--- config.mk ---
export PLATFORM = sky130hd
export DESIGN_NAME = bbox_frame_ctrl
export DESIGN_NICKNAME = d
export VERILOG_FILES = /design/src/rtl/bbox_pkg.sv /design/src/rtl/bbox_feed_pipe.sv /design/src/rtl/bbox_frame_ctrl.sv
export SDC_FILE = /design/constraint.sdc
export NUM_CORES = 1
export LEC_CHECK = 0
export ABC_AREA = 1
export BUFFER_PORTS_ARGS = -buffer_cell sky130_fd_sc_hd__buf_2
export CORE_MARGIN = 2
export CORE_UTILIZATION = 51
export CTS_BUF_LIST = sky130_fd_sc_hd__clkbuf_16
export DETAILED_ROUTE_END_ITERATION = 8
export MAX_ROUTING_LAYER = met4
export PLACE_DENSITY = 0.79
export SETUP_SLACK_MARGIN = 0.05
export SLEW_MARGIN = 20
export SYNTH_ARGS = -nofsm -noshare
export SYNTH_HDL_FRONTEND = slang
export SYNTH_HIERARCHICAL = 1
export SYNTH_SLANG_ARGS = --single-unit
--- constraint.sdc ---
create_clock -name CLOCK_50 -period 1.7 [get_ports CLOCK_50]
set_input_delay 0.255 -clock CLOCK_50 [delete_from_list [all_inputs] [get_ports CLOCK_50]]
set_output_delay 0.255 -clock CLOCK_50 [all_outputs]
set_load 0.1 [all_outputs]
--- src/rtl/bbox_pkg.sv ---
// Shared types and constants for the bounding-box frame sequencer.
// Optional empty-frame detection is enabled by defining BBOX_EMPTY_DET_EN.
package bbox_pkg;

    typedef enum logic [2:0] {
        IDLE,
        CLEAR,
        STREAM,
        DRAIN,
        SETTLE
    } state_t;

    localparam int         BYTES_PER_PX = 3;
    localparam logic [7:0] DARK_THRESH  = 8'd250;
    localparam int         CLEAR_IDX    = 99999;

    typedef struct packed {
        logic [7:0] xmin;
        logic [7:0] xmax;
        logic [7:0] ymin;
        logic [7:0] ymax;
    } bbox_t;

    function automatic logic is_dark(input logic [7:0] value);
        return value < DARK_THRESH;
    endfunction

endpackage

--- src/rtl/bbox_feed_pipe.sv ---
// One-stage alignment of RAM read data with its address for the box engine.
// Outside a valid write the index parks on CLEAR_IDX and the value on 8'hFF.
module bbox_feed_pipe #(
    parameter int AW        = 24,
    parameter int CLEAR_IDX = 99999
) (
    input  logic          clk,
    input  logic          rst_n,
    input  logic          i_rd,
    input  logic [AW-1:0] i_addr,
    input  logic [7:0]    i_rdata,
    input  logic          i_flush,
    output logic          o_wr_en,
    output logic [7:0]    o_value,
    output logic [AW-1:0] o_index
);
    import bbox_pkg::*;

    logic          r_wr_en;
    logic [AW-1:0] r_index;

    // Flush discards the read issued in the aborting cycle.
    always_ff @(posedge clk or negedge rst_n) begin
        if (!rst_n) begin
            r_wr_en <= 1'b0;
            r_index <= AW'(CLEAR_IDX);
        end else if (i_flush || !i_rd) begin
            r_wr_en <= 1'b0;
            r_index <= AW'(CLEAR_IDX);
        end else begin
            r_wr_en <= 1'b1;
            r_index <= i_addr;
        end
    end

    assign o_wr_en = r_wr_en;
    assign o_value = r_wr_en ? i_rdata : 8'hFF;
    assign o_index = r_index;

endmodule

--- src/rtl/bbox_frame_ctrl.sv ---
// Frame sequencer: clear engine, stream one raster frame, settle, capture box.
// Define BBOX_EMPTY_DET_EN to add res_empty and force an all-ones box on empty frames.
module bbox_frame_ctrl #(
    parameter int WIDTH     = 100,
    parameter int HEIGHT    = 100,
    parameter int CLEAR_IDX = bbox_pkg::CLEAR_IDX,
    parameter int AW        = 24
) (
    input  logic          CLOCK_50,
    input  logic          reset_n,
    input  logic          start,
    input  logic          abort,
    output logic          busy,
    output logic          mem_rd,
    output logic [AW-1:0] mem_addr,
    input  logic [7:0]    mem_rdata,
    output logic          box_wr_en,
    output logic [31:0]   box_value_index,
    input  logic [31:0]   box_result,
    output logic          res_valid,
    input  logic          res_ready,
`ifdef BBOX_EMPTY_DET_EN
    output logic          res_empty,
`endif
    output logic [31:0]   res_bbox
);
    import bbox_pkg::*;

    localparam int            NBYTES = BYTES_PER_PX * WIDTH * HEIGHT;
    localparam logic [AW-1:0] LAST   = AW'(NBYTES - 1);

    if (NBYTES - 1 >= CLEAR_IDX) begin : g_chk_clear_idx
        $error("bbox_frame_ctrl: frame byte index collides with CLEAR_IDX");
    end
    if (AW + 8 != 32) begin : g_chk_aw
        $error("bbox_frame_ctrl: AW must be 24 to fit box_value_index");
    end

    state_t        r_state;
    logic          r_busy;
    logic          r_mem_rd;
    logic [AW-1:0] r_rd_cnt;
    logic          r_res_valid;
    bbox_t         r_res_bbox;
    bbox_t         w_capture;
    logic          w_wr_en;
    logic [7:0]    w_value;
    logic [AW-1:0] w_index;

    bbox_feed_pipe #(
        .AW        (AW),
        .CLEAR_IDX (CLEAR_IDX)
    ) u_feed (
        .clk     (CLOCK_50),
        .rst_n   (reset_n),
        .i_rd    (r_mem_rd),
        .i_addr  (r_rd_cnt),
        .i_rdata (mem_rdata),
        .i_flush (abort),
        .o_wr_en (w_wr_en),
        .o_value (w_value),
        .o_index (w_index)
    );

`ifdef BBOX_EMPTY_DET_EN
    logic r_dark_seen;
    logic r_res_empty;

    always_ff @(posedge CLOCK_50 or negedge reset_n) begin
        if (!reset_n) begin
            r_dark_seen <= 1'b0;
        end else if (r_state == CLEAR) begin
            r_dark_seen <= 1'b0;
        end else if (w_wr_en && is_dark(w_value)) begin
            r_dark_seen <= 1'b1;
        end
    end

    assign w_capture = r_dark_seen ? bbox_t'(box_result) : bbox_t'(32'hFFFF_FFFF);
    assign res_empty = r_res_empty;
`else
    assign w_capture = bbox_t'(box_result);
`endif

    // Abort outranks every transition; the handshake clear runs independently.
    always_ff @(posedge CLOCK_50 or negedge reset_n) begin
        if (!reset_n) begin
            r_state     <= IDLE;
            r_busy      <= 1'b0;
            r_mem_rd    <= 1'b0;
            r_rd_cnt    <= '0;
            r_res_valid <= 1'b0;
            r_res_bbox  <= '0;
`ifdef BBOX_EMPTY_DET_EN
            r_res_empty <= 1'b0;
`endif
        end else begin
            if (r_res_valid && res_ready) begin
                r_res_valid <= 1'b0;
`ifdef BBOX_EMPTY_DET_EN
                r_res_empty <= 1'b0;
`endif
            end
            if (abort) begin
                r_state  <= IDLE;
                r_busy   <= 1'b0;
                r_mem_rd <= 1'b0;
            end else begin
                case (r_state)
                    IDLE: begin
                        if (start && !r_res_valid) begin
                            r_state  <= CLEAR;
                            r_busy   <= 1'b1;
                            r_rd_cnt <= '0;
                        end
                    end
                    CLEAR: begin
                        r_state  <= STREAM;
                        r_mem_rd <= 1'b1;
                    end
                    STREAM: begin
                        if (r_rd_cnt == LAST) begin
                            r_state  <= DRAIN;
                            r_mem_rd <= 1'b0;
                        end else begin
                            r_rd_cnt <= r_rd_cnt + AW'(1);
                        end
                    end
                    DRAIN: begin
                        r_state <= SETTLE;
                    end
                    SETTLE: begin
                        r_state     <= IDLE;
                        r_busy      <= 1'b0;
                        r_res_valid <= 1'b1;
                        r_res_bbox  <= w_capture;
`ifdef BBOX_EMPTY_DET_EN
                        r_res_empty <= !r_dark_seen;
`endif
                    end
                    default: begin
                        r_state  <= IDLE;
                        r_busy   <= 1'b0;
                        r_mem_rd <= 1'b0;
                    end
                endcase
            end
        end
    end

    assign busy            = r_busy;
    assign mem_rd          = r_mem_rd;
    assign mem_addr        = r_rd_cnt;
    assign box_wr_en       = w_wr_en;
    assign box_value_index = {w_value, w_index};
    assign res_valid       = r_res_valid;
    assign res_bbox        = r_res_bbox;

endmodule

After elaboration in Yosys (flattened, before gate mapping)
Cells that the tools add are included.
Cells by class
  magnitude comparators: 0
  div/mod/pow operators: 0
  bitwise logic cells: 1
  shift operators: 0
  equal/unequal tests: 11
  reduce and logical (&&, ||, !) cells: 14
  $mul: 0
  add/sub/neg operators: 1
  muxes and demuxes: 19
Operator list (count)
  2-to-1 mux 24 bit: 3
  case mux 24 bit (2 select lines): 1
  adder 24 x 1 -> 24 bit (second input constant): 1
  == test 24 x 15 -> 1 bit (second input constant): 1
  case mux 3 bit (4 select lines): 1
  2-to-1 mux 3 bit: 3
  2-to-1 mux 1 bit: 8
  2-to-1 mux 8 bit: 1
  AND reduction 2 bit: 4
  == test 3 x 2 -> 1 bit (second input constant): 2
  inequality test 3 bit (second input constant): 2
  OR reduction 3 bit: 2
  inequality test 2 x 1 -> 1 bit (second input constant): 2
  inequality test 2 bit (second input constant): 2
  AND reduction 4 bit: 1
  == test 3 x 1 -> 1 bit (second input constant): 1
  == test 3 bit (second input constant): 1
  logical NOT 3 bit: 1
  case mux 1 bit (3 select lines): 1
  logical AND 1 bit: 2
  logical NOT 1 bit: 2
  case mux 1 bit (2 select lines): 1
  nonzero test 2 bit: 1
  logical OR 1 bit: 1
  inverter 1 bit: 1
Word-level totals
  bits in read-only memories: 0
  input port bits: 45
  register bits after elaboration: 87
  logic and storage cells: 57
  latch bits: 0
  RAM bits: 0
  output and inout bits: 92
  memories kept: 0

Longest topological paths before layout
  word-level depth: 5
  gate-level depth with buffers: 11
  depth with buffers taken out: 10

Modules after synthesis
The synthesis kept the hierarchy.
By module, submodules not included
  bbox_frame_ctrl: cells an instance 349, area an instance 3183.1 µm², sequential area each 1551.5 µm², times used 1
  bbox_feed_pipe: cells an instance 96, area an instance 925.9 µm², sequential area each 638.1 µm², times used 1

Least setup slack after synthesis
Ideal clock, no wire load.
  path type: reg2reg
  start: reg r_rd_cnt[0], in the netlist mem_addr[0]
  end: reg r_rd_cnt[18], in the netlist mem_addr[18]
  cell stages (with the launch flop): 9
  setup slack: -0.510 ns
  path buffers: 0
  period minus slack after synthesis: 2.210 ns
  setup time: 0.121 ns
  arrival: 2.089 ns
  required time: 1.579 ns
  cell sequence: dfrtp_1 ha_1 nand2_2 nor2_1 nand3_1 o21ai_0 nand2_1 nand2_1 nand2_1
Between the ends
  longest elaborated chain between the ends: 3
  elaborated cells between the ends (all ways): 6
  those cells by class: add/sub: 1; eq/ne: 2; mux: 2; reduce/logical: 1
RTL lines
  start: declaration: line bbox_frame_ctrl.sv:42  | logic [AW-1:0] r_rd_cnt;
  start signal: assignment: line bbox_frame_ctrl.sv:126  | r_rd_cnt <= r_rd_cnt + AW'(1);
  adder 24 x 1 -> 24 bit / == test 24 x 15 -> 1 bit (equally long branches): line bbox_frame_ctrl.sv:126, bbox_frame_ctrl.sv:122
  2-to-1 mux 24 bit / inequality test 2 bit (equally long branches)
  case mux 24 bit (2 select lines) / AND reduction 4 bit (equally long branches)
Parallel ways exist; a longest one is shown, timed or not. The select of a mux whose other input is x is not followed.
A chain may end at the register's enable or synchronous reset.

Worst setup path after layout
  start: reg r_rd_cnt[15], in the netlist mem_addr[15]
  end: out mem_addr[15]
RTL lines
  end: declaration: line bbox_frame_ctrl.sv:15  | output logic [AW-1:0] mem_addr,
No word-level cell between the ends.

==> out/qor.yml <==
worst-setup-path-type: "reg -> out"
synth_top_area_cell: "dfrtp_1"
grt_use_met3: 0.0490
slowest_stage: "buf_2"
clock_path_buffers: 2
ir_worst_vdd_mv: 0.649
die_y_um: 93.8
drive_gt1_frac: 0.453
power_density_mw_per_mm2: 1390
r2r_slack_ps: 170
rows: 32
fmax_ghz: 0.622
nets: 644
tns_ps: 0
drt_wl_total_um: 9690
finalSetupViolations: 0
hold_path_class: "in -> reg"
hold_ws_ps: 93.0
synth_edf_count: 0
netlist_instances: 445
synth.most_common_cell: "nand2_1"
ys_async_sr_fraction: 1.00
dpl.cell_count: 685
grt_use_met2: 0.374
grt_antenna_before_repair: 0
drt_pre_antenna_iters: 4
numCtsBuffers: 9
use_met1: 0.312
num_vias: 3442
outcome: "completed"
synth_ff_type: "dfrtp_1"
design.die.area_mm2: 0.00879
synth_nets: 491
worstMarginPinSlew_ps: 586
ys_top_cells_by_count: "nand2_1 (107), dfrtp_1 (77), inv_1 (57)"
syn_to_final_growth_pct: 30.9
relSlewSlack: 0.609
synth.area.top_cells: "dfrtp_1 (47%), nand2_1 (9.8%), mux2_2 (8.8%)"
path_max_fanout: 9
top_usage_layer: "met2"
ys_warn_count: 6
worstPathRequired_ps: 1440
finClkSkew_ps: 4.85
r2r-end: "mem_addr[18]"
post-route-min-period_ps: 1610
h-tree-depth: 3
rsz0062_at_grt: "yes"
overflow: 0
coreArea_mm2: 0.00777
die_w_um: 93.8
numPortBuffers: 136
cts_tree: "done"
min_delay_path_depth: 2
fillers: 630
track_usage: 0.239
fin_crit_sh: 0.946
rr_startpoint: "mem_addr[1]"
holdPathEnd: "res_valid"
layoutNonFillerInstCount: 705
n_antenna_cell: 0
dp_hpwl_um: 7090
clk_latency_ps: 330
viasPerCell: 4.88
grt_max_degree: 39
start_util: 0.529
worstPathCellList: "buf_4 > buf_2"
slew_violations: 0
reg2reg_depth: 8
syn_avg_cell_area_um2: 9.23
crit_arrival_ps: 1350
maxCapViolCount: 0
ys_seq_elements: 87
syn-cell-area_mm2: 0.00411
hold_viol_final: 0
post_drt_wl_per_cell_um: 13.8
top_level_ports: 137
grt_pass1_vias: 3311
startpoint_type: "register"
synthDominantCellAreaShare: 0.469
drc: 0
cp-end-kind: "output port"
worstHoldStart: "res_ready"
synth_cell_types: 33
max_stage_delay_ps: 450
grt_pass1_wl_um: 15900
gp_congestion: 0.905
cts_num_sinks: 87
drt_iter0_drc: 171
ant_nets: 0
ys_seq_area_frac: 0.533
path_clk_slew_ps: 70
root_buffer: "clkbuf_16"
leakage_nw: 2.71
## timing repair
item,in CTS,in global routing
setup buffers,0,3
hold endpoints to repair,33,0
gates resized for setup,0,7
endpoints found under the setup margin,0,25
hold buffers,1,0
## critical path, delay by kind of cell, from the launching register on
family	cells	cell delay (ps)
flip-flops	1	400
buffers and inverters	2	620
## placed cells by master (no fill, tap or decap), types with 4 or more instances in the layout
cell type / count
buf_2: 134
buf_4: 16
clkbuf_16: 9
dfrtp_1: 51
dfrtp_2: 16
dfrtp_4: 10
dfstp_2: 10
inv_1: 57
mux2_2: 32
nand2_1: 106
nand2_2: 7
nand3_1: 33
nand3_2: 5
nand3b_1: 7
nor2_1: 46
nor2_2: 12
o21ai_0: 4
o21ai_1: 6
xor2_1: 8
## registers in the layout (all words and copies together), names as in the netlist
name,count
res_bbox,32
mem_addr,24
u_feed/o_index,24
r_state,3
busy,1
mem_rd,1
res_valid,1
u_feed/o_wr_en,1
## per-stage QoR
| step | utilization | setup slack (ps) | power, W | cell area, um^2 |
|---|---|---|---|---|
| 3_5_place_dp | 0.649 | 149 | 0.00566 | 5040 |
| 3_3_place_gp | 0.649 | 195 | 0.00561 | 5040 |
| 2_1_floorplan | - | -35.5 | 0.00514 | 4190 |
| 6_report | 0.692 | 92.2 | 0.00746 | 5380 |
| 4_1_cts | 0.686 | 83.2 | 0.00750 | 5330 |
| 5_1_grt | 0.692 | 34.6 | 0.00775 | 5380 |
## power breakdown
group,switching (W),internal (W),total [W]
combinational,0.00258,0.000493,0.00308
clock,0.000834,0.00100,0.00184
sequential,0.000162,0.00239,0.00255
total,0.00358,0.00388,0.00746
## worst max-delay path by stage
stage | endpoint | slack, ps | cells past startpoint | startpoint
after floorplan | box_value_index[24] | -40 | 2 | u_feed/o_wr_en
final | mem_addr[15] | 90 | 2 | mem_addr[15]
after global routing | mem_addr[19] | 30 | 9 | mem_addr[8]
after CTS | mem_addr[14] | 80 | 2 | mem_addr[14]
after global placement | mem_addr[19] | 190 | 8 | mem_addr[1]
after detailed placement | mem_addr[20] | 150 | 5 | r_state[2]
## logic make-up after synthesis
group	synth area share
flip-flops	0.533
AND/OR/NAND/NOR	0.254
XOR/XNOR	0.0213
multiplexers	0.0877
buffers and inverters	0.0813
adder cells (fa/ha/maj)	0.00304
AO/OA/AOI/OAI	0.0198
## cell type report
type,instances,area [um^2],area share
multi-input cells,285,1620,0.302
flip-flops and latches,87,2250,0.418
inverters,59,221,0.0412
well taps,102,128,0.0237
clock inverters,7,55.1,0.0102
repair buffers,156,880,0.164
clock buffers,9,225,0.0419
## metal layers
metal / wire [um] / part of all wire
met4: 159 / 0.016
met1: 4290 / 0.44
met5: 0 / 0
met2: 4530 / 0.47
met3: 712 / 0.073
Power figures use the tool's default switching activity.
